[config.mk]
export PLATFORM = sky130hd
export DESIGN_NAME = mux_scan_n
export DESIGN_NICKNAME = d
export VERILOG_FILES = /design/src/rtl/mux_pkg.sv /design/src/rtl/mux_scan_n_scan_tick.sv /design/src/rtl/mux_scan_n.sv
export SDC_FILE = /design/constraint.sdc
export NUM_CORES = 1
export LEC_CHECK = 0
export CORE_MARGIN = 3
export CORE_UTILIZATION = 43
export CTS_BUF_LIST = sky130_fd_sc_hd__clkbuf_8
export DETAILED_ROUTE_END_ITERATION = 7
export MAX_ROUTING_LAYER = met4
export PLACE_DENSITY = 0.81
export SYNTH_ARGS = -nofsm -noshare
export SYNTH_HDL_FRONTEND = slang
export SYNTH_SLANG_ARGS = --single-unit
export TNS_END_PERCENT = 5
[constraint.sdc]
create_clock -name clk -period 2.2 [get_ports clk]
set_input_delay 0.44 -clock clk [delete_from_list [all_inputs] [get_ports clk]]
set_output_delay 0.44 -clock clk [all_outputs]
set_load 0.02 [all_outputs]
[src/rtl/mux_pkg.sv]
// Shared definitions for the scanning multiplexer family: mode encodings,
// a constant-foldable ceil(log2) helper and a one-hot decoder.
package mux_pkg;

  // Widest channel count the one-hot helper can produce.
  localparam int MAX_CH = 256;

  localparam logic MODE_MANUAL = 1'b0;
  localparam logic MODE_AUTO   = 1'b1;

  // ceil(log2(v)); returns 0 for v <= 1 so callers can clamp to a minimum width.
  function automatic int clog2(input int v);
    int r;
    int x;
    r = 0;
    x = v - 1;
    while (x > 0) begin
      r = r + 1;
      x = x >> 1;
    end
    return r;
  endfunction

  // One-hot of idx among n channels; out-of-range idx yields all zeros.
  function automatic logic [MAX_CH-1:0] onehot(input int idx, input int n);
    logic [MAX_CH-1:0] r;
    r = '0;
    if (idx >= 0 && idx < n && idx < MAX_CH) r[idx] = 1'b1;
    return r;
  endfunction

endpackage

[src/rtl/mux_scan_n_scan_tick.sv]
// Dwell prescaler: counts 0..DIV-1 while enabled and flags the last count
// as a tick. clr forces the count to zero and suppresses the tick, which
// lets the owner restart a full dwell without an advance in that cycle.
module scan_tick
  import mux_pkg::*;
#(
  parameter int DIV = 16
) (
  input  logic clk,
  input  logic rst_n,
  input  logic clr,
  input  logic en,
  output logic tick
);

  localparam int PW = (clog2(DIV) < 1) ? 1 : clog2(DIV);
  localparam logic [PW-1:0] LAST = PW'(DIV - 1);

  logic [PW-1:0] pre_q;
  logic [PW-1:0] pre_d;

  // Next prescaler value: clear wins, otherwise wrap at DIV-1 while enabled.
  always_comb begin
    pre_d = pre_q;
    if (clr) begin
      pre_d = '0;
    end else if (en) begin
      pre_d = (pre_q == LAST) ? '0 : pre_q + PW'(1);
    end
  end

  // Prescaler register with synchronous active-low reset.
  always_ff @(posedge clk) begin
    if (!rst_n) pre_q <= '0;
    else        pre_q <= pre_d;
  end

  assign tick = en && !clr && (pre_q == LAST);

endmodule

[src/rtl/mux_scan_n.sv]
// N-channel, W-bit registered multiplexer with manual select and automatic
// round-robin scan. dout, ch_idx and ch_en are all registered from the same
// next index, so they always describe the same channel.
module mux_scan_n
  import mux_pkg::*;
#(
  parameter  int CH  = 4,
  parameter  int W   = 4,
  parameter  int DIV = 16,
  localparam int SW  = (clog2(CH) < 1) ? 1 : clog2(CH)
) (
  input  logic          clk,
  input  logic          rst_n,
  input  logic [CH*W-1:0] din,
  input  logic          mode,
  input  logic [SW-1:0] sel,
  input  logic          hold,
  output logic [W-1:0]  dout,
  output logic [SW-1:0] ch_idx,
  output logic [CH-1:0] ch_en,
  output logic          wrap
);

  localparam logic [SW-1:0] LAST_CH = SW'(CH - 1);

  logic [W-1:0]  dout_q,   dout_d;
  logic [SW-1:0] ch_idx_q, nxt;
  logic [CH-1:0] ch_en_q,  ch_en_d;
  logic          wrap_q,   wrap_d;
  logic          mode_q;

  logic          auto;
  logic          first_auto;
  logic          tick;
  logic [W-1:0]  ch_data [CH];

  // Unpack the channel bus so the data select is a plain array index.
  for (genvar k = 0; k < CH; k++) begin : g_unpack
    assign ch_data[k] = din[k*W +: W];
  end

  assign auto       = (mode == MODE_AUTO);
  // First auto cycle after manual (or after reset): restart a full dwell.
  assign first_auto = auto && (mode_q == MODE_MANUAL);

  scan_tick #(
    .DIV (DIV)
  ) u_tick (
    .clk   (clk),
    .rst_n (rst_n),
    .clr   (!auto || first_auto),
    .en    (auto && !hold),
    .tick  (tick)
  );

  // Next channel: manual takes an in-range sel, auto advances on a tick.
  always_comb begin
    nxt    = ch_idx_q;
    wrap_d = 1'b0;
    if (!auto) begin
      if (32'(sel) < CH) nxt = sel;
    end else if (tick) begin
      nxt    = (ch_idx_q == LAST_CH) ? '0 : ch_idx_q + SW'(1);
      wrap_d = (ch_idx_q == LAST_CH);
    end
    dout_d  = ch_data[nxt];
    ch_en_d = CH'(onehot(int'(nxt), CH));
  end

  // Output and mode-history registers; reset overrides every input.
  always_ff @(posedge clk) begin
    if (!rst_n) begin
      dout_q   <= '0;
      ch_idx_q <= '0;
      ch_en_q  <= CH'(1);
      wrap_q   <= 1'b0;
      mode_q   <= MODE_MANUAL;
    end else begin
      dout_q   <= dout_d;
      ch_idx_q <= nxt;
      ch_en_q  <= ch_en_d;
      wrap_q   <= wrap_d;
      mode_q   <= mode;
    end
  end

  assign dout   = dout_q;
  assign ch_idx = ch_idx_q;
  assign ch_en  = ch_en_q;
  assign wrap   = wrap_q;

endmodule

==> reports/results.tsv <==
metric	value	unit
cts_resized	0	
grt_max_degree	11	
netlist_top_cells_area	dfxtp_1, mux2i_1, a31oi_4	
routedWlPerCell	14.5	um
drtIter0Drc	3	
drive_gt1_share	16.8	%
rsz0062_at_grt	false	
cp-start-kind	input port	
clock_latency	240	ps
grt_usage	17.3	%
port_buffers	32	
antenna_left	0	
grt_pass1_vias	634	
leakage	0.461	nW
drcViolationCount	0	
area_growth	50.2	%
critPathArrivalTime	2020	ps
met3_usage	3.36	%
cts_buffers	3	
worst_pin_slew	339	ps
dr.pass1.iters	4	
ir_worst_vdd	0.412	mV
slew-limit-headroom	77.3	%
diodes	0	
cts_max_level	1	
pin_count	33	
synth_area	788	um^2
final_hold_viol_count	0	
die_h	48.8	um
die-area	2380	um^2
max_stage_delay	450	ps
cts_tree	yes	
cp_num_buf_inv	1	
final_cell_mix	clkdlybuf4s50_1, dfxtp_1, nor2_1, mux2i_1	
syn_nets	95	
grt_overflow	0	
cts.root.buffer_cell	clkbuf_8	
vias	676	
final_util	73.4	%
power.density	581	nW/um^2
post_cts_buffers	0	
top_usage_layer	met2	
maxSlewViolCount	0	
fin_crit	1890	ps
dp.cells	128	
status	finished, final reports clean	
finalSetupViolations	0	
synthCells	71	
post-route-period-util	86.0	%
ys_seq_elements	16	
crit_fanout	10	
synth_top_area_cell	dfxtp_1	
die_width	48.8	um
clock-sinks	16	
dpl.hpwl	1450	um
vias_per_cell	5.16	
cp_top_family	simple AND/OR/NAND/NOR gates	
core_area	1610	um^2
worstSetupPathType	input port to flip-flop	
ctsLongestPathBuffers	2	
ys_seq_area_share	40.6	%
gp_congestion	0.787	
hold_class	flip-flop to flip-flop	
worst_ep_required_time	2330	ps
ctsHoldBuffers	0	
netlist.area_leader.share	40.6	%
grt_pass1_wl	3080	um
start_util	48.9	%
timing.fmax	529	MHz
finClkSkew	2.30	ps
syn_avg_cell_area	11.1	um^2
cp-end-kind	flip-flop	
layout_commonest_cell	clkdlybuf4s50_1	
instances_no_fill	131	
max-cap-violations	0	
grt_use_met1	19.4	%
use_met2	29.4	%
fin_setup_tns	0	ps
wl	1910	um
crit_chain	clkdlybuf4s50_1 > and3b_4 > nand4_4 > nand3_4 > mux2_1 > o2bb2ai_1	
totalPowerFinal	0.688	mW
antenna_found_initial	0	
ys_types	32	
slowest_stage	clkdlybuf4s50_1	
yosysWarnings	0	
fin_nets	133	
clkTransAtPathRegs	60	ps
rows	14	
## state kept, by name (all words and copies together), names as in the netlist
name / flops
ch_en: 4
dout: 4
u_tick.pre_q: 4
ch_idx: 2
mode_q: 1
wrap: 1
## routing by layer
layer / share of wire, % / vias to the layer above
li1: - / 333
met1: 43 / 321
met2: 52 / 18
met3: 3.3 / 4
met4: 1.6 / 0
met5: 0 / -
## cell usage after synthesis
library cell	n
mux2_1	1
a21oi_1	3
nand2b_4	1
and4_1	1
inv_1	2
nand3_1	1
and2_1	2
a31oi_4	2
nand3_4	1
nor3_1	1
nand4_4	1
nand3b_2	1
and3b_4	1
and3_4	1
mux2i_1	5
buf_6	1
o2bb2ai_1	4
nor2b_1	1
or2_2	1
nand3b_1	1
mux2_2	3
dfxtp_1	16
a31oi_1	1
or3_1	1
nor2_1	6
ha_1	2
nand2_4	1
xor2_1	1
and2b_1	1
o21ai_0	2
nand2_1	4
a21bo_1	1
## worst register-to-register path, delay by kind of cell, from the launching register on
| family | cells | cell delay (ps) |
|---|---|---|
| AND/OR/NAND/NOR | 3 | 550 |
| flip-flops | 1 | 380 |
| adder cells (fa/ha/maj) | 1 | 300 |
| multiplexers | 1 | 360 |
| AO/OA/AOI/OAI | 1 | 130 |
## metrics by stage
| step | area, um^2 | setup WS (ps) | hold WS [ps] |
|---|---|---|---|
| floorplan | 788 | 533 | 454 |
| global placement | 1140 | 142 | 480 |
| detailed placement | 1140 | 77.0 | 498 |
| CTS | 1180 | 303 | 505 |
| global route | 1180 | 243 | 527 |
| finish | 1180 | 309 | 505 |
## power breakdown
part	switching [mW]	internal (mW)	total, mW
Combinational	0.0708	0.0926	0.163
Clock	0.0887	0.121	0.210
Sequential	0.00819	0.307	0.315
## final timing paths
| check | start | endpoint | slack, ps | cells past startpoint |
|---|---|---|---|---|
| worst max-delay path | hold | dout[3]$_SDFF_PN0_ | 310 | 6 |
| worst min-delay path | u_tick.pre_q[2]$_SDFFE_PP0P_ | u_tick.pre_q[2]$_SDFFE_PP0P_ | 510 | 2 |
| worst min register to register | u_tick.pre_q[2]$_SDFFE_PP0P_ | u_tick.pre_q[2]$_SDFFE_PP0P_ | 510 | 2 |
| worst max register to register | u_tick.pre_q[0]$_SDFFE_PP0P_ | dout[3]$_SDFF_PN0_ | 360 | 6 |
## final cells by class
cell class                 count  area (um^2)
multi-input combinational     52          449
fill                         128          428
tap                           24         30.0
sequential                    16          320
inverter                       2         7.51
timing repair buffer          34          335
clock buffer                   3         41.3
## logic make-up (layout without fill, tap and decap cells)
kind of cell             after synthesis  count (layout)  synth area share, %
AND/OR/NAND/NOR                       27              27                 25.6
flip-flops                            16              16                 40.6
AO/OA/AOI/OAI                         13              13                 15.1
multiplexers                           9               9                 12.1
buffers and inverters                  3              39                 2.38
adder cells (fa/ha/maj)                2               2                 3.17
XOR/XNOR                               1               1                 1.11
No activity file was read; power rests on OpenSTA's default activity.
